<file path="config.mk">
export PLATFORM = sky130hd
export DESIGN_NAME = unified_sram_arb
export DESIGN_NICKNAME = d
export VERILOG_FILES = /design/src/rtl/unified_sram_arb.sv
export SDC_FILE = /design/constraint.sdc
export NUM_CORES = 1
export LEC_CHECK = 0
export ABC_AREA = 0
export ABC_CLOCK_PERIOD_IN_PS = 1900
export BUFFER_PORTS_ARGS = -buffer_cell sky130_fd_sc_hd__buf_4
export CELL_PAD_IN_SITES_DETAIL_PLACEMENT = 1
export CELL_PAD_IN_SITES_GLOBAL_PLACEMENT = 1
export CORE_MARGIN = 5
export CORE_UTILIZATION = 14
export CTS_BUF_LIST = sky130_fd_sc_hd__clkbuf_4
export CTS_CLUSTER_DIAMETER = 40
export DETAILED_ROUTE_END_ITERATION = 8
export PLACE_DENSITY_LB_ADDON = 0.1
export SLEW_MARGIN = 0
export SYNTH_ARGS = -nofsm -noshare
export SYNTH_HDL_FRONTEND = slang
export SYNTH_SLANG_ARGS = --single-unit
</file>
<file path="constraint.sdc">
create_clock -name clk -period 1.9 [get_ports clk]
set_input_delay 0.19 -clock clk [delete_from_list [all_inputs] [get_ports clk]]
set_output_delay 0.19 -clock clk [all_outputs]
set_load 0.05 [all_outputs]
</file>
<file path="src/rtl/unified_sram_arb.sv">
// unified_sram_arb
// Shares one single-ported unified SRAM between the IF-stage fetch port and
// the ME-stage load/store port. At most one requester is granted per cycle;
// the grant is combinational and the winner's fields drive the SRAM port
// directly. Reads are tracked through a tag pipeline whose depth equals the
// SRAM read latency, so each returned word is steered to the port that issued
// the read. Data has priority, but a starvation counter forces a fetch grant
// after MAX_STARVE consecutive denied fetch cycles.
//
// Ports
//   clk, resetn                  clock, async active-low reset
//   inst_req/inst_addr           fetch request (held until inst_ready)
//   inst_ready                   fetch accepted this cycle
//   inst_rvalid/inst_rdata       fetch read return
//   data_req/data_we/data_addr/data_wdata
//                                load/store request (data_we==0 -> load)
//   data_ready                   load/store accepted this cycle
//   data_rvalid/data_rdata       load read return
//   sram_en/sram_we/sram_addr/sram_wdata
//                                SRAM command port
//   sram_rdata                   SRAM read data, RD_LAT cycles after a read
module unified_sram_arb #(
  parameter int ADDR_W     = 32,
  parameter int DATA_W     = 32,
  parameter int RD_LAT     = 1,
  parameter int MAX_STARVE = 4
) (
  input  logic                clk,
  input  logic                resetn,
  input  logic                inst_req,
  input  logic [ADDR_W-1:0]   inst_addr,
  output logic                inst_ready,
  output logic                inst_rvalid,
  output logic [DATA_W-1:0]   inst_rdata,
  input  logic                data_req,
  input  logic [DATA_W/8-1:0] data_we,
  input  logic [ADDR_W-1:0]   data_addr,
  input  logic [DATA_W-1:0]   data_wdata,
  output logic                data_ready,
  output logic                data_rvalid,
  output logic [DATA_W-1:0]   data_rdata,
  output logic                sram_en,
  output logic [DATA_W/8-1:0] sram_we,
  output logic [ADDR_W-1:0]   sram_addr,
  output logic [DATA_W-1:0]   sram_wdata,
  input  logic [DATA_W-1:0]   sram_rdata
);
  localparam logic [3:0] STARVE_MAX = 4'(MAX_STARVE);

  logic [3:0]        r_starve;
  // Tag pipeline: vld_pipe marks an in-flight read, port_pipe its owner
  // (1 = data port, 0 = fetch port).
  logic [RD_LAT-1:0] r_vld_pipe;
  logic [RD_LAT-1:0] r_port_pipe;

  logic w_force;
  logic w_inst_gnt;
  logic w_data_gnt;
  logic w_rd;
  logic w_ret_vld;
  logic w_ret_data;

  // Grants are gated by resetn so nothing reaches the SRAM while in reset.
  always_comb begin
    w_force    = inst_req && (r_starve == STARVE_MAX);
    w_inst_gnt = resetn && inst_req && (w_force || !data_req);
    w_data_gnt = resetn && data_req && !w_force;
    w_rd       = w_inst_gnt || (w_data_gnt && (data_we == '0));
  end

  assign inst_ready = w_inst_gnt;
  assign data_ready = w_data_gnt;
  assign sram_en    = w_inst_gnt | w_data_gnt;

  always_comb begin
    sram_we    = '0;
    sram_addr  = '0;
    sram_wdata = '0;
    if (w_data_gnt) begin
      sram_we    = data_we;
      sram_addr  = data_addr;
      sram_wdata = data_wdata;
    end else if (w_inst_gnt) begin
      sram_addr  = inst_addr;
    end
  end

  // Counts consecutive cycles in which fetch asked but lost; saturates so the
  // forced-fetch condition holds until the fetch is actually granted.
  always_ff @(posedge clk or negedge resetn) begin
    if (!resetn) begin
      r_starve <= '0;
    end else if (!inst_req || w_inst_gnt) begin
      r_starve <= '0;
    end else if (r_starve != STARVE_MAX) begin
      r_starve <= r_starve + 4'd1;
    end
  end

  // Fixed-depth shift; never stalls, so the last stage lines up exactly with
  // sram_rdata for the read issued RD_LAT cycles earlier.
  always_ff @(posedge clk or negedge resetn) begin
    if (!resetn) begin
      r_vld_pipe  <= '0;
      r_port_pipe <= '0;
    end else begin
      r_vld_pipe[0]  <= w_rd;
      r_port_pipe[0] <= w_rd && w_data_gnt;
      for (int i = 1; i < RD_LAT; i++) begin
        r_vld_pipe[i]  <= r_vld_pipe[i-1];
        r_port_pipe[i] <= r_port_pipe[i-1];
      end
    end
  end

  assign w_ret_vld  = r_vld_pipe[RD_LAT-1];
  assign w_ret_data = r_port_pipe[RD_LAT-1];

  assign inst_rvalid = w_ret_vld && !w_ret_data;
  assign data_rvalid = w_ret_vld && w_ret_data;
  assign inst_rdata  = inst_rvalid ? sram_rdata : '0;
  assign data_rdata  = data_rvalid ? sram_rdata : '0;

endmodule
</file>
After elaboration in Yosys (flattened, before gate mapping)
Index checks and enable logic that the tools add are counted.
{ "classes": {"addsub": 1, "eq_ne": 2, "mux": 8, "n_bitwise": 1, "n_reduce_logical": 18} }
{ "op_table": {"columns": ["operator", "n"], "rows": [
  ["two-way mux 32 bit", 5],
  ["two-way mux 4 bit", 3],
  ["logical AND 1 bit", 9],
  ["adder 4 x 1 -> 4 bit (second input constant)", 1],
  ["== test 4 x 3 -> 1 bit (second input constant)", 1],
  ["logical NOT 1 bit", 4],
  ["logical NOT 4 bit", 1],
  ["!= test 4 x 3 -> 1 bit (second input constant)", 1],
  ["logical OR 1 bit", 3],
  ["nonzero test 2 bit", 1],
  ["OR 1 bit", 1]
]} }
{ "totals": {"register_bits": 6, "input_bits": 136, "out_inout_bits": 137, "word_cells": 33} }

Depth between registers and ports, before layout
Gate-level depths: netlist of the first run.
{ "logic_depth": {"ltp_word": 7, "mapped_depth": 6, "mapped_depth_nobuf": 5} }

Worst setup path before layout of the first run
Ideal clock, no wire load.
{ "synth_timing": {"kind": "reg-to-output", "startpoint": "reg r_starve[0]", "endpoint": "out sram_wdata[13]", "arrival_time_ns": 2.004, "slack_ns": -0.294, "path_stages_with_launch": 7, "path_buffers": 1, "cell_sequence": "dfrtp_1 > inv_1 > ha_1 > and3b_1 > a211oi_2 > buf_2 > and2_1"} }
{ "synth_between": {"elab_chain_cells": 5} }
{ "synth_rtl": {"columns": ["element", "line", "rtl"], "rows": [
  ["from (decl)", "50", "logic [3:0] r_starve;"],
  ["from (signal assigned)", "96", "r_starve <= r_starve + 4'd1;"],
  ["== test 4 x 3 -> 1 bit", "65", "w_force = inst_req && (r_starve == STARVE_MAX);"],
  ["logical AND 1 bit", "65", null],
  ["logical NOT 1 bit", "67", "w_data_gnt = resetn && data_req && !w_force;"],
  ["logical AND 1 bit", "67", null],
  ["net data_ready", "39", "output logic data_ready,"],
  ["two-way mux 32 bit", "79", "if (w_data_gnt) begin"],
  ["to (decl)", "45", "output logic [DATA_W-1:0] sram_wdata,"]
]} }
The timed path passes the listed nets, and every way through them passes these cells.

Worst setup path after layout of the first run
{ "layout_timing": {"startpoint": "reg r_starve[0]", "endpoint": "out sram_addr[8]"} }
{ "layout_between": {"elab_chain_cells": 6, "elab_cells_between_ends": 8, "cone_classes": "1 x eq/ne; 2 x mux; 5 x reduce/logical"} }
{ "layout_rtl": {"columns": ["element", "line", "rtl"], "rows": [
  ["== test 4 x 3 -> 1 bit *", "65", null],
  ["logical AND 1 bit *", "65", null],
  ["logical OR 1 bit", "66", "w_inst_gnt = resetn && inst_req && (w_force || !data_req);"],
  ["logical AND 1 bit", "66", null],
  ["two-way mux 32 bit", "83", "end else if (w_inst_gnt) begin"],
  ["two-way mux 32 bit *", "79", null],
  ["to (decl)", "44", "output logic [ADDR_W-1:0] sram_addr,"]
]} }
Mark *: on every way between the ends. The rest lies on a longest branch, timed or not.

==> impl_results.md, run 1 <==
- Starting Density: between 10% and 20%
- Skew final: between 0.007 and 0.008 ns
- Setup total negative slack: -18.19 ns
- Initial antenna violation count: 0
- Die Ht: between 100 and 150 um
- CTS buffer count: 3
- CTS tree: yes
- Share of layout cells above drive strength 1: 79.3%
- Starting DRT DRC Count: a little over 80
- Final core utilization: 51.7%
- Sequential-to-total area share from yosys stat: about 11%
- Vias in the first global route: about 3k
- Failing checks: negative setup slack
- Final Worst Setup Slack: -0.296 ns
- ANT cells: 0
- Yosys reg bits: 6
- RSZ-0062 raised after global routing: true
- Reg-to-reg slack, setup: 0.14 ns
- Crit share post-route: 116%
- Mapped Nets: 330
- Worst-path clk slew: roughly 0.05 ns
- Worst IR Drop VDD: ~180 uV
- Worst EP arrival: roughly 2.0 ns
- Die ar.: around 12000 um^2
- IO Pins: approximately 270
- LEAKAGE: around 0.0026 uW
- Vias per cell: 4.38
- Layout area overhead: 256%
- PD cells: approximately 320 nW/um^2
- Tmin final: approximately 2.2 ns
- Routed Antenna Nets: 0
- Die width: about 110 um
- CP startpoint kind: flop
- Yosys cell types: 25
- Type of element capturing the critical path: output pin
- Fmax: between 0.4 and 0.5 GHz
- Tightest Pin Transition: 0.359 ns
- Largest net degree at the start of global routing: 34
- Max clock buf depth: 2
- WHS: 0.233 ns
- TritonRoute pass-1 iters: 4
- Most frequent cells in the layout: 225 x buf_4, 60 x buf_8, 34 x and2_1, 33 x and2_4, 32 x and3_1
- Core area: approximately 9300 um^2
- GRT Total Usage: between 10% and 20%
- Slew Viols, Final: 0
- Number of nets in the layout: approximately 620
- Commonest non-fill, non-tap cell in the layout: buf_4
- Filler instances: 1080
- Routability cong.: approximately 0.83
- Cells after synthesis: between 150 and 200
- DR vias: between 2k and 3k
- Hpwl dp: ~10000 um
- Residual DRC count: 0
- Mapped Area: between 1000 and 1500 um^2
- Root Driver: clkbuf_4
- First-pass GRT wire length: 17800 um
- Finish-stage setup viols: 70
- Outcome: finished, violations left
- Total grt overflow: 0
- CTS H-tree depth: 1
- # rows: 35
- Max cap viols: 0
- Post-synthesis area per instance: a little over 7 um^2
- Port Buffers: 272
- Slew headroom: 75.8%
- YS warnings: 0
- Crit path kind: reg -> out
- Hold Violations, Final: 0
- Clk sinks: 6
- Worst-Skew Late Latency: approximately 0.25 ns
- Worst path required time: between 1.5 and 2 ns
- WL per Instance: approximately 21 um
- Hold Crit Class: in -> reg
- Routed wire length: 12700 um
- CP max FO: 10
-- path summary, 6_finish.rpt --
check                          endpoint  cells after the start         from
min in group asynchronous   r_starve[0]                      3       resetn
setup / recovery           sram_addr[8]                      8  r_starve[0]
hold reg to reg             r_starve[2]                      2  r_starve[2]
setup reg to reg            r_starve[0]                     12  r_starve[0]
max in group asynchronous   r_starve[3]                      3       resetn
hold / removal               r_vld_pipe                      4   data_we[3]
-- cells in the mapped netlist --
library cell,instances,share of area (%)
and2_1,70,32
a22o_1,32,21
and3_1,32,15
clkbuf_1,12,3.3
buf_2,7,2.6
dfrtp_1,6,11
inv_1,4,1.1
nand3_1,4,1.5
o21ai_0,4,1.5
nor2_1,3,0.83
ha_1,2,1.8
nand2_1,2,0.56
nand2b_1,2,0.92
a211oi_2,1,0.92
a21oi_1,1,0.37
a21oi_2,1,0.65
a311oi_1,1,0.65
and3b_1,1,0.65
clkbuf_2,1,0.37
nand3b_1,1,0.56
nand4_1,1,0.46
nor2b_1,1,0.46
nor4_1,1,0.46
o2111ai_1,1,0.65
xor2_1,1,0.65
-- critical path, stage by stage (launching register included) --
cell,delay (ns)
dfrtp_1,0.37
inv_2,0.07
ha_4,0.16
and3b_2,0.23
a211oi_4,0.25
buf_12,0.21
buf_12,0.15
a22o_2,0.17
buf_8,0.14
-- registers in the layout, summed over array words and instances (netlist names) --
name         count
r_starve         4
r_port_pipe      1
r_vld_pipe       1
-- kinds of logic after synthesis --
group,count (synthesis),share of synthesized area (%)
buf+inv,24,7.40
xor+xnor,1,0.648
fa+ha+maj,2,1.85
simple gates,118,53.6
flops,6,11.1
compound gates,41,25.4
-- metal layers --
layer / GRT usage, % / share of wire [%] / vias up
li1: - / - / 1261
met1: 18.7 / 30 / 1239
met2: 38.9 / 56 / 168
met3: 7.94 / 12 / 17
met4: 5.14 / 2.0 / 0
met5: 0 / 0 / -
-- cell type report --
cell class,instances,area (um^2),share of cell area (%)
multi-input combinational,162,1450,30.1
clock buffer,3,22.5,0.467
sequential,6,150,3.11
inverter,4,15.0,0.311
timing repair buffer,309,3020,62.6
tap,129,161,3.35
-- power by group --
| part | internal (uW) | leakage [uW] | switching (uW) |
|---|---|---|---|
| logic | 626 | 0.00253 | 639 |
| clock network | 71.8 | 0.0000138 | 51.3 |
| registers | 134 | 0.0000814 | 3.24 |
| total | 832 | 0.00263 | 694 |
-- stage by stage --
stage                     setup slack [ns]  total power, uW  cell area (um^2)  std cells
after floorplan                     -0.106              715              1660        192
after global placement             -0.0423             1180              4020        593
after detailed placement           -0.0656             1190              4020        593
after CTS                           -0.283             1520              4770        613
after global routing                -0.380             1590              4820        613
final                               -0.296             1530              4820        613
-- timing repair --
item	4_1_cts	5_1_grt
setup buffers	13	4
gates resized for setup	148	10
pin swaps	11	2
hold endpoints to repair	6	0
hold buffers	1	0
endpoints found under the setup margin	70	71
gates cloned	3	1
Power figures use the tool's default switching activity.
==> run 2, diff against run 1 <==
Settings changed: TNS_END_PERCENT from default to 30.
==> run 2 against run 1 <==
Effect of this change: the flow still finishes with violations (negative setup slack); design area fell by 6.2%; routed wire length fell by 16%; utilization fell by 3.2 points; hold slack improved by 0.017 ns; global-route usage fell by 3.3 points; first-iteration DRC count fell by 20%; clock power barely moved; clock skew fell by 0.0025 ns; flip-flop and latch count did not move; fmax rose by 1.1%; sequential share of layout area rose by 0.21 points; critical path depth did not move; critical path type unchanged.
==> impl_results.md, run 2 (same netlist as run 1, synthesis figures left out) <==
- Outcome: finished, violations left (unchanged)
- Max cap viols: 0 (unchanged)
- RR Endpoint: r_port_pipe (was r_starve[0])
- Worst setup path start: r_starve[0] (unchanged)
- Slew Viols, Final: 0 (unchanged)
- Slew headroom: 70.9% (was 75.8%)
- Reg2reg path depth: 7 (was 12)
- Area occupied by multi-input gates: 1420 um^2 (was 1450 um^2)
- Skew final: 0.00455 ns (was 0.00710 ns)
- DR vias: 2552 (was 2685)
- Routability cong.: 0.763 (was 0.833)
- Starting Density: 14.5% (unchanged)
- ANT cells: 0 (unchanged)
- Sequential cell area: 150 um^2 (unchanged)
- First-pass GRT wire length: 14900 um (was 17800 um)
- DP Worst Slack: -0.0686 ns (was -0.0656 ns)
- Finish-stage setup viols: 69 (was 70)
- Worst path required time: 1.71 ns (about the same)
- Hold Crit Class: in -> reg (unchanged)
- Core area: 9330 um^2 (unchanged)
- Largest net degree at the start of global routing: 34 (unchanged)
- Die width: 108 um (unchanged)
- IO Pins: 273 (unchanged)
- Crit share post-route: 114% (was 116%)
- Port Buffers: 272 (unchanged)
- Residual DRC count: 0 (unchanged)
- WL per Instance: 17.9 um (was 20.6 um)
- # rows: 35 (unchanged)
- Routed wire length: 10700 um (was 12700 um)
- Top Registers: r_starve: 4 flops, r_port_pipe: 1 flops, r_vld_pipe: 1 flops (unchanged)
- CTS buffer count: 3 (unchanged)
- LEAKAGE: 0.00249 uW (was 0.00263 uW)
- Root Driver: clkbuf_4 (unchanged)
- Part of the power in registers: 9.6% (was 9.0%)
- Worst EP arrival: 1.98 ns (was 2.01 ns)
- Worst-path clk slew: 0.05 ns (about the same)
- Hpwl dp: 8560 um (was 9960 um)
- NetSw: 659 uW (was 694 uW)
- Final Worst Setup Slack: -0.271 ns (was -0.296 ns)
- Critical Path End: sram_wdata[13] (was sram_addr[8])
- CTS H-tree depth: 1 (unchanged)
- Internal power: 762 uW (was 832 uW)
- Flip-flop count of the largest register after layout: 4 (unchanged)
- Total grt overflow: 0 (unchanged)
- Crit path kind: reg -> out (unchanged)
- Top reg by flops: r_starve (unchanged)
- Commonest non-fill, non-tap cell in the layout: buf_4 (unchanged)
- Tmin final: 2.17 ns (was 2.20 ns)
- GRT Total Usage: 16.4% (was 19.7%)
- Tightest Pin Transition: 0.432 ns (was 0.359 ns)
- Worst-Skew Late Latency: 0.25 ns (about the same)
- Switching Fraction: 46.4% (was 45.5%)
- Die Ht: 108 um (unchanged)
- TritonRoute pass-1 iters: 3 (was 4)
- Filler instances: 1089 (was 1080)
- Layout area overhead: 234% (was 256%)
- Type of element capturing the critical path: output pin (unchanged)
- CP max FO: 11 (was 10)
- Die ar.: 11700 um^2 (unchanged)
- Starting DRT DRC Count: 66 (was 83)
- R2R Path Start: r_starve[0] (unchanged)
- Share of layout cells above drive strength 1: 78.6% (was 79.3%)
- Fmax: 0.461 GHz (was 0.455 GHz)
- Initial antenna violation count: 0 (unchanged)
- Hold Violations, Final: 0 (unchanged)
- CP startpoint kind: flop (unchanged)
- Combinational share of power: 81.8% (was 83.0%)
- Most frequent cells in the layout: 213 x buf_4, 38 x buf_8, 34 x and2_1, 32 x and3_1, 32 x buf_6 (was 225 x buf_4, 60 x buf_8, 34 x and2_1, 33 x and2_4, 32 x and3_1)
- CTS tree: yes (unchanged)
- Reg-to-reg slack, setup: 0.28 ns (was 0.14 ns)
- Vias in the first global route: 2844 (was 3069)
- Max clock buf depth: 2 (unchanged)
- Number of nets in the layout: 608 (was 624)
- Failing checks: negative setup slack (unchanged)
- Power share of the clock group: 8.6% (was 8.1%)
- PD cells: 314 nW/um^2 (was 316 nW/um^2)
- Vias per cell: 4.27 (was 4.38)
- Worst IR Drop VDD: 150 uV (was 184 uV)
- Clk sinks: 6 (unchanged)
- Routed Antenna Nets: 0 (unchanged)
- RSZ-0062 raised after global routing: true (unchanged)
- WHS: 0.250 ns (was 0.233 ns)
-- run 2: cell types whose count changed in the layout (fill, tap and decap cells not counted), moves of 2 or more --
| cell | previous run | this run |
|---|---|---|
| a22o_2 | 6 | 8 |
| a22o_4 | 26 | 24 |
| and2_2 | 3 | 17 |
| and2_4 | 33 | 19 |
| buf_12 | 13 | 4 |
| buf_4 | 225 | 213 |
| buf_6 | 7 | 32 |
| buf_8 | 60 | 38 |
-- run 2: cell type report --
| cell class | instances | area share, % |
|---|---|---|
| Multi-Input combinational cell | 162 | 31.4 |
| Timing Repair Buffer | 293 | 60.9 |
| Tap cell | 129 | 3.57 |
| Inverter | 4 | 0.332 |
| Clock buffer | 3 | 0.498 |
| Sequential cell | 6 | 3.32 |
-- run 2: what timing repair did --
action / in CTS / in global routing
endpoints found under the hold margin: 6 / 0
pin swaps: 21 / 4
hold buffers: 1 / 0
buffers inserted: 2 / 1
setup endpoints to repair: 70 / 70
cloned: 3 / 2
resized for setup: 111 / 30
-- run 2: critical path: stages (launching register included) --
cell       delay, ns
dfrtp_1         0.36
inv_2           0.06
ha_4            0.15
and3b_2         0.23
a211oi_4        0.24
buf_6           0.22
clkbuf_16       0.17
and2_2          0.15
buf_6           0.15
-- run 2: power by group through the flow --
stage	Sequential (uW)	Clock, uW	Combinational [uW]
final	137	122	1160
after global routing	137	134	1220
after CTS	137	127	1130
after detailed placement	139	0	986
after global placement	138	0	976
after floorplan	140	0	544
-- run 2: worst min path at each step --
stage / cells past startpoint / slack [ns] / start / endpoint
6_report: 3 / 0.25 / inst_req / r_starve[3]
5_1_grt: 3 / 0.26 / inst_req / r_starve[3]
4_1_cts: 3 / 0.25 / data_req / r_vld_pipe
3_5_place_dp: 1 / 0.02 / resetn / r_starve[3]
3_3_place_gp: 1 / 0.02 / resetn / r_starve[3]
2_1_floorplan: 0 / -0.11 / resetn / r_port_pipe
-- run 2: metal layers --
metal  share of wire (%)  global-route usage [%]  vias up
met3                  12                    7.04       12
met4                 1.6                    4.06        0
met1                  30                    14.7     1162
met5                   0                       0        -
met2                  56                    33.2      150
li1                    -                       -     1228
-- run 2: metrics by stage --
step | instances | setup TNS [ns] | utilization, % | instance area, um^2 | total power, uW
after floorplan | 192 | -2.52 | - | 1540 | 684
after global routing | 597 | -22.41 | 48.5 | 4520 | 1490
final | 597 | -15.98 | 48.5 | 4520 | 1420
after global placement | 585 | -1.73 | 40.7 | 3800 | 1110
after detailed placement | 585 | -3.72 | 40.7 | 3800 | 1120
after CTS | 594 | -16.57 | 46.8 | 4360 | 1390
==> run 3, diff against run 2 <==
Settings changed: ABC_CLOCK_PERIOD_IN_PS 1900 to 1840, CORE_UTILIZATION 14 to 12, RECOVER_POWER from default to 100.
Clock period 1.9 ns to 1.84 ns, I/O delays scaled along.
==> run 3 against run 2 <==
Effect of this change: the flow still finishes with violations (negative setup slack); routed wire length is 7.6% higher; setup slack got worse by 0.069 ns; total power is 2.9% higher; critical path type unchanged; flip-flop and latch count stayed put; hold slack worse by 0.016 ns; clock-buffer cell count is the same; critical endpoint is now sram_wdata[7]; clock skew grew 0.0062 ns; design area decreased by 1.3%.
==> impl_results.md, run 3 (same netlist as run 1, synthesis figures left out) <==
- Residual DRC count: 0 (unchanged)
- Hpwl dp: 9350 um (was 8560 um)
- Vias per cell: 4.22 (was 4.27)
- Starting DRT DRC Count: 79 (was 66)
- Worst setup path start: r_starve[0] (unchanged)
- Port Buffers: 272 (unchanged)
- Skew final: 0.0108 ns (was 0.00455 ns)
- Part of the power in registers: 9.7% (was 9.6%)
- CP max FO: 9 (was 11)
- Internal power: 778 uW (was 762 uW)
- Failing checks: negative setup slack (unchanged)
- Die Ht: 116 um (was 108 um)
- Max cap viols: 0 (unchanged)
- ANT cells: 0 (unchanged)
- NetSw: 684 uW (was 659 uW)
- # rows: 38 (was 35)
- CTS tree: yes (unchanged)
- Initial antenna violation count: 0 (unchanged)
- PD cells: 328 nW/um^2 (was 314 nW/um^2)
- Critical-path cell list: inv_2 -> ha_4 -> and3b_2 -> a211oi_4 -> buf_6 -> clkbuf_16 -> and2_2 -> buf_6 (unchanged)
- Slew Viols, Final: 0 (unchanged)
- Routed Antenna Nets: 0 (unchanged)
- Routed wire length: 11500 um (was 10700 um)
- R2R Path Start: r_starve[0] (unchanged)
- Reg2reg path depth: 8 (was 7)
- Final Worst Setup Slack: -0.340 ns (was -0.271 ns)
- Worst-path clk slew: 0.05 ns (about the same)
- CP peak stage delay: 0.36 ns (about the same)
- Largest net degree at the start of global routing: 35 (was 34)
- Core area: 10900 um^2 (was 9330 um^2)
- Flip-flop count of the largest register after layout: 4 (unchanged)
- Slew headroom: 54.5% (was 70.9%)
- Power share of the clock group: 9.0% (was 8.6%)
- Most frequent cells in the layout: 215 x buf_4, 39 x buf_8, 34 x and2_1, 32 x and3_1, 32 x buf_6 (was 213 x buf_4, 38 x buf_8, 34 x and2_1, 32 x and3_1, 32 x buf_6)
- IO Pins: 273 (unchanged)
- WL per Instance: 18.7 um (was 17.9 um)
- LEAKAGE: 0.00245 uW (was 0.00249 uW)
- Type of element capturing the critical path: output pin (unchanged)
- Total grt overflow: 0 (unchanged)
- RR Endpoint: r_port_pipe (unchanged)
- Finish-stage setup viols: 70 (was 69)
- Critical Path End: sram_wdata[7] (was sram_wdata[13])
- Die ar.: 13500 um^2 (was 11700 um^2)
- GRT Total Usage: 15.8% (was 16.4%)
- CTS buffer count: 3 (unchanged)
- CTS H-tree depth: 1 (unchanged)
- Root Driver: clkbuf_4 (unchanged)
- Combinational share of power: 81.3% (was 81.8%)
- Post-route insts no fill: 614 (was 597)
- CP startpoint kind: flop (unchanged)
- Routability cong.: 0.701 (was 0.763)
- Top Registers: r_starve: 4 flops, r_port_pipe: 1 flops, r_vld_pipe: 1 flops (unchanged)
- Worst IR Drop VDD: 145 uV (was 150 uV)
- Worst path required time: 1.66 ns (was 1.71 ns)
- Max clock buf depth: 2 (unchanged)
- Vias in the first global route: 2876 (was 2844)
- Share of layout cells above drive strength 1: 78.7% (was 78.6%)
- WHS Path Cells: 3 (unchanged)
- DR vias: 2590 (was 2552)
- Top reg by flops: r_starve (unchanged)
- Tightest Pin Transition: 0.685 ns (was 0.432 ns)
- Placed Cells incl. Taps: 598 (was 585)
- Worst-Skew Late Latency: 0.26 ns (was 0.25 ns)
- Fmax: between 0.4 and 0.5 GHz
- Number of nets in the layout: 614 (was 608)
- First-pass GRT wire length: 16400 um (was 14900 um)
- Layout area overhead: 230% (was 234%)
- RSZ-0062 raised after global routing: true (unchanged)
- TritonRoute pass-1 iters: 4 (was 3)
- Worst EP arrival: 2.00 ns (was 1.98 ns)
- Hold Crit Class: in -> reg (unchanged)
- Setup total negative slack: -21.32 ns (was -15.98 ns)
- Clk sinks: 6 (unchanged)
- Reg-to-reg slack, setup: 0.13 ns (was 0.28 ns)
- Crit path kind: reg -> out (unchanged)
- Worst path most repeated cell: buf_6 (unchanged)
- Hold Violations, Final: 0 (unchanged)
- Die width: 116 um (was 108 um)
- Starting Density: 12.4% (was 14.5%)
- Outcome: finished, violations left (unchanged)
- Tmin final: between 2 and 2.5 ns
- Commonest non-fill, non-tap cell in the layout: buf_4 (unchanged)
- Switching Fraction: 46.8% (was 46.4%)
- Crit share post-route: 118%
- Critical-path top delay cell: dfrtp_1 (unchanged)
-- run 3: power by group through the flow --
stage	Combinational [uW]	Clock, uW	Sequential (uW)
finish	1190	132	141
global route	1250	142	142
CTS	1180	136	142
detailed placement	1000	0	143
global placement	997	0	143
floorplan	550	0	145
-- run 3: timing repair --
action,4_1_cts,5_1_grt
pin swaps,21,13
gates resized for setup,134,9
endpoints found under the hold margin,6,0
hold buffers,1,0
gates cloned,3,2
buffers inserted,5,4
setup endpoints to repair,70,70
-- run 3: worst min path at each step --
stage	end	start	slack, ns
2_1_floorplan	r_port_pipe	resetn	-0.11
3_3_place_gp	r_starve[2]	resetn	0.10
3_5_place_dp	r_starve[2]	resetn	0.10
4_1_cts	r_vld_pipe	data_req	0.23
5_1_grt	r_vld_pipe	data_req	0.23
6_report	r_vld_pipe	data_req	0.23
-- run 3: metrics by stage --
step,hold slack [ns],power (uW),worst slack (ns),area (um^2),utilization [%]
after floorplan,-0.112,695,-0.0640,1480,-
after global placement,0.105,1140,-0.139,3740,34.2
after detailed placement,0.103,1150,-0.183,3740,34.2
after CTS,0.227,1460,-0.345,4420,40.4
after global routing,0.234,1530,-0.426,4460,40.8
final,0.234,1460,-0.340,4460,40.8
-- run 3: critical path: cells and delay by family (launching register included) --
kind | cells | cell delay (ns)
buffers and inverters | 4 | 0.58
AND/OR/NAND/NOR | 2 | 0.37
flip-flops | 1 | 0.36
AO/OA/AOI/OAI | 1 | 0.26
adder cells (fa/ha/maj) | 1 | 0.15
-- run 3: area by class of cell --
type,count,area (um^2)
Inverter,4,15.0
Sequential cell,6,150
Clock buffer,3,22.5
Timing Repair Buffer,299,2780
Tap cell,140,175
Multi-Input combinational cell,162,1320
Fill cell,1313,6470
-- run 3: per-layer routing --
layer | global-route usage, % | up-vias | wire length [um]
met1 | 14.6 | 1186 | 3430
met3 | 5.96 | 11 | 1370
met5 | 0 | - | 0
li1 | - | 1239 | -
met2 | 32.2 | 154 | 6500
met4 | 3.79 | 0 | 199
